==> src/rtl/uart_frame_tx_if.sv <==
// -----------------------------------------------------------------------------
// uart_frame_tx_if
// Bundles the word-input handshake and the byte-level transmitter handshake
// used by uart_frame_tx.
//   slave  : the framer (consumes words, drives the transmitter byte port)
//   master : the environment (feeds words, models the byte transmitter)
// Signals:
//   in_data/in_valid/in_ready : 64-bit word stream into the framer FIFO
//   tx_data/tx_start          : byte and one-cycle start pulse to transmitter
//   tx_busy/tx_done           : transmitter status and byte-complete pulse
//   frame_done                : pulse after the last byte of a frame completes
//   fifo_count/seq_num        : buffered word count, next frame sequence number
// -----------------------------------------------------------------------------
interface uart_frame_tx_if #(
    parameter int FIFO_DEPTH = 4
);
    localparam int CW = $clog2(FIFO_DEPTH) + 1;

    logic [63:0]   in_data;
    logic          in_valid;
    logic          in_ready;
    logic [7:0]    tx_data;
    logic          tx_start;
    logic          tx_busy;
    logic          tx_done;
    logic          frame_done;
    logic [CW-1:0] fifo_count;
    logic [7:0]    seq_num;

    modport slave (
        input  in_data, in_valid, tx_busy, tx_done,
        output in_ready, tx_data, tx_start, frame_done, fifo_count, seq_num
    );

    modport master (
        output in_data, in_valid, tx_busy, tx_done,
        input  in_ready, tx_data, tx_start, frame_done, fifo_count, seq_num
    );
endinterface

==> src/rtl/uart_frame_tx.sv <==
// -----------------------------------------------------------------------------
// uart_frame_tx
// Buffers 64-bit words in a small FIFO and serialises each one as an 11-byte
// frame to a byte-level UART transmitter:
//   byte 0     : SYNC_BYTE
//   byte 1     : sequence number
//   byte 2..9  : word bytes, least significant first
//   byte 10    : XOR of bytes 1..9
// Ports:
//   clk   : system clock
//   rst_n : asynchronous active-low reset
//   bus   : uart_frame_tx_if.slave (word input + transmitter byte interface)
//
// state | meaning
// ------+-----------------------------------------------------------------
// IDLE  | waiting for a buffered word and an idle transmitter
// SEND  | present byte(byte_idx), pulse tx_start, fold byte into checksum
// WAIT  | hold tx_data until the transmitter reports tx_done
// GAP   | wait for tx_busy to drop before starting the next byte
// -----------------------------------------------------------------------------
module uart_frame_tx #(
    parameter int          FIFO_DEPTH = 4,
    parameter logic [7:0]  SYNC_BYTE  = 8'hA5
) (
    input  logic              clk,
    input  logic              rst_n,
    uart_frame_tx_if.slave    bus
);
    localparam int AW = $clog2(FIFO_DEPTH);
    localparam int CW = AW + 1;
    localparam logic [CW-1:0] DEPTH_C = CW'(FIFO_DEPTH);

    typedef enum logic [1:0] {
        S_IDLE = 2'd0,
        S_SEND = 2'd1,
        S_WAIT = 2'd2,
        S_GAP  = 2'd3
    } state_t;

    state_t          r_state;
    logic [63:0]     r_mem [FIFO_DEPTH];
    logic [AW-1:0]   r_wr_ptr;
    logic [AW-1:0]   r_rd_ptr;
    logic [CW-1:0]   r_count;
    logic            r_in_ready;

    logic [63:0]     r_frame;
    logic [3:0]      r_byte_idx;
    logic [7:0]      r_csum;
    logic [7:0]      r_tx_data;
    logic            r_tx_start;
    logic            r_frame_done;
    logic [7:0]      r_seq;

    logic            w_push;
    logic            w_pop;
    logic [CW-1:0]   w_count_nxt;
    logic [2:0]      w_word_byte;
    logic [7:0]      w_cur_byte;

    assign w_push = bus.in_valid && r_in_ready;
    assign w_pop  = (r_state == S_IDLE) && (r_count != '0) && !bus.tx_busy;

    always_comb begin
        w_count_nxt = r_count;
        if (w_push && !w_pop) begin
            w_count_nxt = r_count + 1'b1;
        end else if (!w_push && w_pop) begin
            w_count_nxt = r_count - 1'b1;
        end
    end

    always_ff @(posedge clk) begin
        if (w_push) begin
            r_mem[r_wr_ptr] <= bus.in_data;
        end
    end

    // in_ready is registered from the next count so it never depends on
    // in_valid combinationally.
    always_ff @(posedge clk or negedge rst_n) begin
        if (!rst_n) begin
            r_wr_ptr   <= '0;
            r_rd_ptr   <= '0;
            r_count    <= '0;
            r_in_ready <= 1'b1;
        end else begin
            if (w_push) begin
                r_wr_ptr <= r_wr_ptr + 1'b1;
            end
            if (w_pop) begin
                r_rd_ptr <= r_rd_ptr + 1'b1;
            end
            r_count    <= w_count_nxt;
            r_in_ready <= (w_count_nxt != DEPTH_C);
        end
    end

    // Data byte index 2..9 maps to word byte 0..7; the low three bits of
    // byte_idx minus two give that mapping directly (8 -> 6, 9 -> 7).
    assign w_word_byte = r_byte_idx[2:0] - 3'd2;

    always_comb begin
        w_cur_byte = r_frame[{w_word_byte, 3'b000} +: 8];
        if (r_byte_idx == 4'd0) begin
            w_cur_byte = SYNC_BYTE;
        end else if (r_byte_idx == 4'd1) begin
            w_cur_byte = r_seq;
        end else if (r_byte_idx == 4'd10) begin
            w_cur_byte = r_csum;
        end
    end

    always_ff @(posedge clk or negedge rst_n) begin
        if (!rst_n) begin
            r_state      <= S_IDLE;
            r_frame      <= '0;
            r_byte_idx   <= '0;
            r_csum       <= '0;
            r_tx_data    <= '0;
            r_tx_start   <= 1'b0;
            r_frame_done <= 1'b0;
            r_seq        <= '0;
        end else begin
            r_tx_start   <= 1'b0;
            r_frame_done <= 1'b0;
            case (r_state)
                S_IDLE: begin
                    if (w_pop) begin
                        r_frame    <= r_mem[r_rd_ptr];
                        r_byte_idx <= '0;
                        r_csum     <= '0;
                        r_state    <= S_SEND;
                    end
                end
                S_SEND: begin
                    r_tx_data  <= w_cur_byte;
                    r_tx_start <= 1'b1;
                    if ((r_byte_idx >= 4'd1) && (r_byte_idx <= 4'd9)) begin
                        r_csum <= r_csum ^ w_cur_byte;
                    end
                    r_state <= S_WAIT;
                end
                S_WAIT: begin
                    if (bus.tx_done) begin
                        if (r_byte_idx == 4'd10) begin
                            r_frame_done <= 1'b1;
                            r_seq        <= r_seq + 1'b1;
                            r_state      <= S_IDLE;
                        end else begin
                            r_byte_idx <= r_byte_idx + 1'b1;
                            r_state    <= S_GAP;
                        end
                    end
                end
                S_GAP: begin
                    if (!bus.tx_busy) begin
                        r_state <= S_SEND;
                    end
                end
                default: begin
                    r_state <= S_IDLE;
                end
            endcase
        end
    end

    assign bus.in_ready   = r_in_ready;
    assign bus.tx_data    = r_tx_data;
    assign bus.tx_start   = r_tx_start;
    assign bus.frame_done = r_frame_done;
    assign bus.fifo_count = r_count;
    assign bus.seq_num    = r_seq;

endmodule

==> src/flat_wrapper.sv <==
// flat-port wrapper written by rule: the top's interface ports become plain ports
module uart_frame_tx_flat 
#(
    parameter int          FIFO_DEPTH = 4,
    parameter logic [7:0]  SYNC_BYTE  = 8'hA5
)
  (clk, rst_n, bus_in_data, bus_in_valid, bus_tx_busy, bus_tx_done, bus_in_ready, bus_tx_data, bus_tx_start, bus_frame_done, bus_fifo_count, bus_seq_num);
  uart_frame_tx_if #(.FIFO_DEPTH(FIFO_DEPTH)) bus_i ();
  input  logic clk;
  input  logic rst_n;
  input wire logic [$bits(bus_i.in_data)-1:0] bus_in_data;
  input wire logic [$bits(bus_i.in_valid)-1:0] bus_in_valid;
  input wire logic [$bits(bus_i.tx_busy)-1:0] bus_tx_busy;
  input wire logic [$bits(bus_i.tx_done)-1:0] bus_tx_done;
  output wire logic [$bits(bus_i.in_ready)-1:0] bus_in_ready;
  output wire logic [$bits(bus_i.tx_data)-1:0] bus_tx_data;
  output wire logic [$bits(bus_i.tx_start)-1:0] bus_tx_start;
  output wire logic [$bits(bus_i.frame_done)-1:0] bus_frame_done;
  output wire logic [$bits(bus_i.fifo_count)-1:0] bus_fifo_count;
  output wire logic [$bits(bus_i.seq_num)-1:0] bus_seq_num;
  assign bus_i.in_data = bus_in_data;
  assign bus_i.in_valid = bus_in_valid;
  assign bus_i.tx_busy = bus_tx_busy;
  assign bus_i.tx_done = bus_tx_done;
  assign bus_in_ready = bus_i.in_ready;
  assign bus_tx_data = bus_i.tx_data;
  assign bus_tx_start = bus_i.tx_start;
  assign bus_frame_done = bus_i.frame_done;
  assign bus_fifo_count = bus_i.fifo_count;
  assign bus_seq_num = bus_i.seq_num;
  uart_frame_tx #(.FIFO_DEPTH(FIFO_DEPTH), .SYNC_BYTE(SYNC_BYTE)) u_core (.clk(clk), .rst_n(rst_n), .bus(bus_i));
endmodule
==> config.mk <==
export PLATFORM = sky130hd
export DESIGN_NAME = uart_frame_tx_flat
export DESIGN_NICKNAME = d
export VERILOG_FILES = /design/src/rtl/uart_frame_tx_if.sv /design/src/rtl/uart_frame_tx.sv /design/src/flat_wrapper.sv
export SDC_FILE = /design/constraint.sdc
export NUM_CORES = 1
export LEC_CHECK = 0
export BUFFER_PORTS_ARGS = -buffer_cell sky130_fd_sc_hd__buf_2
export CORE_MARGIN = 2
export CORE_UTILIZATION = 60
export DETAILED_ROUTE_END_ITERATION = 8
export HOLD_SLACK_MARGIN = 0.12
export MAX_ROUTING_LAYER = met4
export PLACE_DENSITY = 0.86
export SYNTH_ARGS = -nofsm -noshare
export SYNTH_HDL_FRONTEND = slang
export SYNTH_SLANG_ARGS = --single-unit
==> constraint.sdc <==
create_clock -name clk -period 2.9 [get_ports clk]
set_input_delay 0 -clock clk [delete_from_list [all_inputs] [get_ports clk]]
set_output_delay 0 -clock clk [all_outputs]
set_load 0.005 [all_outputs]
==> results.py <==
metrics = {
    "status": {
        "outcome": "finished, final reports clean",
    },
    "pwr": {
        "p_switching_mw": 5.899,
        "power.internal_mw": 12.29,
        "p_leak_nw": 6.870,
        "combPwrFrac_pct": 31.2,
        "sw_frac_of_total_pct": 32.43,
        "finalPower_mw": 18.19,
        "vdd_drop_max_mv": 0.7379,
        "power_density_nw_per_um2": 1039,
        "clkPwrFrac_pct": 26.2,
        "p_seq_share_pct": 42.6,
    },
    "global_route": {
        "grt_max_degree": 63,
        "gr-total-overflow": 0,
        "grt_pass1_vias": 9150,
        "grt_pass1_wl_um": 52280,
        "grt_usage_pct": 27.77,
        "antenna_found_initial": 1,
    },
    "route": {
        "vias": 8751,
        "ant_nets": 0,
        "dr.first_iter.drc_count": 826,
        "totalWireLength_um": 33510,
        "drc": 0,
        "wl_per_cell_um": 23.22,
        "viasPerCell": 6.064,
        "first_pass_iters": 5,
    },
    "cells_and_area": {
        "final_util_pct": 72.87,
        "drive_gt1_share_pct": 22.90,
        "area_delta_synth_final_pct": 20.30,
        "fillCellCount": 1384,
        "final_cells": 1443,
        "fin_area_um2": 17510,
        "final_nets": 1179,
    },
    "floorplanning": {
        "core_um2": 24030,
        "rows": 57,
        "num_io_pins": 91,
        "start_util_pct": 60.58,
        "fp.dieW_um": 159.8,
        "die-area_um2": 25530,
        "die_h_um": 159.8,
    },
    "sta": {
        "fmax_ghz": 0.4045,
        "setup_viol": 0,
        "layout_setup_ws_ns": 0.4278,
        "period_needed_ns": 2.472,
        "finClkSkew_ns": 0.03469,
        "hold_viol": 0,
        "timing.hold.ws_ns": 0.1354,
        "period_share_pct": 85.25,
        "worst_pin_slew_ns": 0.8510,
        "final_max_slew_viol_count": 0,
        "setup_tns_ns": 0,
        "rsz0062_at_grt": "no",
        "max_slew_margin_pct": 43.26,
    },
    "clock_tree": {
        "clock_latency_ns": 0.54,
        "h-tree-depth": 2,
        "cts_buffers": 36,
        "cts_sinks": 360,
        "path_clk_slew_ns": 0.06,
        "cts_tree": "built",
        "cts_resized": 0,
        "cts-root-buf": "clkbuf_16",
        "cts_buffer_depth": 3,
    },
    "setup_path": {
        "cp_cell_sequence": "inv_1 > ha_1 > nor4b_2 > a211oi_2 > buf_4 > and3_1 > o211a_1 > or3_1",
        "critPathKind": "reg -> reg",
        "cpMaxStageDelayCell": "dfrtp_1",
        "worst-endpoint-arrival_ns": 2.86,
        "critPathRequiredTime_ns": 3.28,
        "cp_max_fo": 13,
        "worstSetupStartpointType": "flip-flop",
        "reg2regPathDepth": 8,
        "slowest_delay_ns": 0.51,
        "cp-end-kind": "flip-flop",
    },
    "placed_design": {
        "detailedPlace.worstSlack_ns": 0.4811,
        "dpl_cell_area_um2": 15610,
        "place.gp.congestion": 0.9152,
        "hpwl_um": 19070,
        "post-place-cells": 1310,
        "io_buffers": 90,
    },
    "worst_hold_path": {
        "hold_class": "in -> async",
    },
    "synthesis": {
        "synth_edf_count": 256,
        "syn-cell-area_um2": 14560,
        "synthesis.instances": 915,
        "yosysUniqueCellTypes": 58,
        "async_flop_share_pct": 28.89,
        "synth_seq_area_share_pct": 70.69,
        "syn-num-nets": 1002,
        "ys_ff_latch": 360,
        "synth_warnings": 0,
        "synth_area_per_cell_um2": 15.91,
        "synth_ff_type": "edfxtp_1",
    },
    "flow_run": {
        "cap_violations": 0,
    },
}
[worst max-delay path: cells and delay by family (launching register included)]
family	cells	cell delay (ns)
compound gates	2	0.20
buf+inv	2	0.33
fa+ha+maj	1	0.35
simple gates	3	0.97
flops	1	0.51
[sequential cells by signal, summed over array words and instances, names as in the netlist]
signal,count
u_core.r_state,2
u_core.r_wr_ptr,2
u_core.bus.seq_num,8
u_core.r_frame,64
u_core.bus.fifo_count,3
u_core.bus.tx_data,8
u_core.bus.in_ready,1
u_core.bus.tx_start,1
u_core.bus.frame_done,1
u_core.r_rd_ptr,2
u_core.r_byte_idx,4
u_core.r_mem,256
u_core.r_csum,8
[synthesized netlist by cell type (2+ instances only)]
cell type | number | area (um2)
a21o_1 | 3 | 22.52
a22o_1 | 2 | 17.52
or3_1 | 4 | 25.02
a21boi_0 | 4 | 30.03
o211ai_1 | 3 | 22.52
a211o_1 | 5 | 43.79
nor4_1 | 3 | 18.77
nor3b_1 | 2 | 15.01
o21a_1 | 4 | 30.03
a21oi_1 | 18 | 90.09
mux4_2 | 71 | 1599
nand2_1 | 212 | 795.8
o22a_1 | 3 | 26.28
clkbuf_1 | 29 | 108.9
o22ai_1 | 4 | 25.02
nand3_1 | 10 | 50.05
o21ai_0 | 12 | 60.06
xor2_1 | 5 | 43.79
nor3_1 | 4 | 20.02
inv_1 | 15 | 56.30
nor2b_1 | 7 | 43.79
mux2_2 | 2 | 22.52
o211a_1 | 7 | 70.07
and2_1 | 2 | 12.51
edfxtp_1 | 256 | 7687
nand4_1 | 3 | 18.77
xnor2_1 | 10 | 87.58
o2bb2ai_1 | 4 | 35.03
mux2i_1 | 21 | 210.2
buf_4 | 2 | 15.01
a22oi_1 | 5 | 37.54
nor2_1 | 15 | 56.30
ha_1 | 18 | 225.2
buf_1 | 3 | 11.26
and3_1 | 6 | 37.54
o21ai_1 | 2 | 10.01
dfrtp_1 | 103 | 2577
and4_1 | 5 | 43.79
buf_2 | 12 | 60.06
[layout make-up]
| type | count | area [um2] | area share [%] |
|---|---|---|---|
| sequential | 360 | 10300 | 58.79 |
| multi-input combinational | 493 | 4016 | 22.93 |
| timing repair buffer | 186 | 1519 | 8.673 |
| clock buffer | 50 | 1055 | 6.022 |
| tap | 324 | 405.4 | 2.315 |
| clock inverter | 14 | 163.9 | 0.9358 |
| inverter | 15 | 56.30 | 0.3215 |
| antenna | 1 | 2.502 | 0.01429 |
[cells in the final DEF, fill, tap and decap left out, drive strengths merged, types with 4 or more instances in the layout]
cell / instances
o2bb2ai: 4
nor3: 4
edfxtp: 256
mux2i: 21
a21oi: 18
xor2: 5
dfrtp: 103
o211a: 7
inv: 18
nor2: 16
mux4: 71
a211o: 5
o21ai: 14
nor2b: 7
a21boi: 4
buf: 118
nand2: 212
dlygate4sd3: 68
xnor2: 10
clkinv: 6
ha: 18
nand3: 10
or3: 4
a22oi: 5
o22ai: 4
clkbuf: 50
and4: 5
and3: 6
o21a: 4
[power by group through the flow]
stage	Combinational, mW	Sequential (mW)	Clock, mW
final	5.67	7.75	4.77
after floorplan	3.93	7.38	0
after CTS	5.63	7.67	4.78
after global routing	6.12	7.84	5.01
after global placement	5.27	7.63	0
after detailed placement	5.42	7.71	0
[final timing paths]
check	slack (ns)	end	from
max	0.43	u_core.r_csum[4]	u_core.r_byte_idx[1]
min	0.14	u_core.r_wr_ptr[0]	rst_n
max reg2reg	0.43	u_core.r_csum[4]	u_core.r_byte_idx[1]
min reg2reg	0.49	u_core.r_frame[37]	u_core.r_frame[37]
max in group asynchronous	2.05	u_core.r_frame[36]	rst_n
min in group clk	0.22	u_core.r_mem[0][58]	bus_in_data[58]
[timing repair]
action	in CTS	in global routing
hold endpoints to repair	422	0
setup buffers	0	0
hold buffers	68	0
[logic make-up after synthesis]
| logic type | synth area share, % |
|---|---|
| AOI/OAI and AO/OA | 3.850 |
| xor gates and xnor gates | 0.9023 |
| adders and majority gates | 1.547 |
| buffers and inverters | 1.805 |
| DFF | 70.69 |
| muxes | 12.66 |
| and+or+nand+nor | 8.551 |
[routing by layer]
metal	wire (um)	GRT usage (%)	vias to the layer above
met5	0	-	-
met3	2064	4.260	80
met1	13090	35.72	4464
li1	-	-	3788
met2	17170	45.57	419
met4	1180	10.48	0
Note: power is estimated with default switching activity, not from simulation.
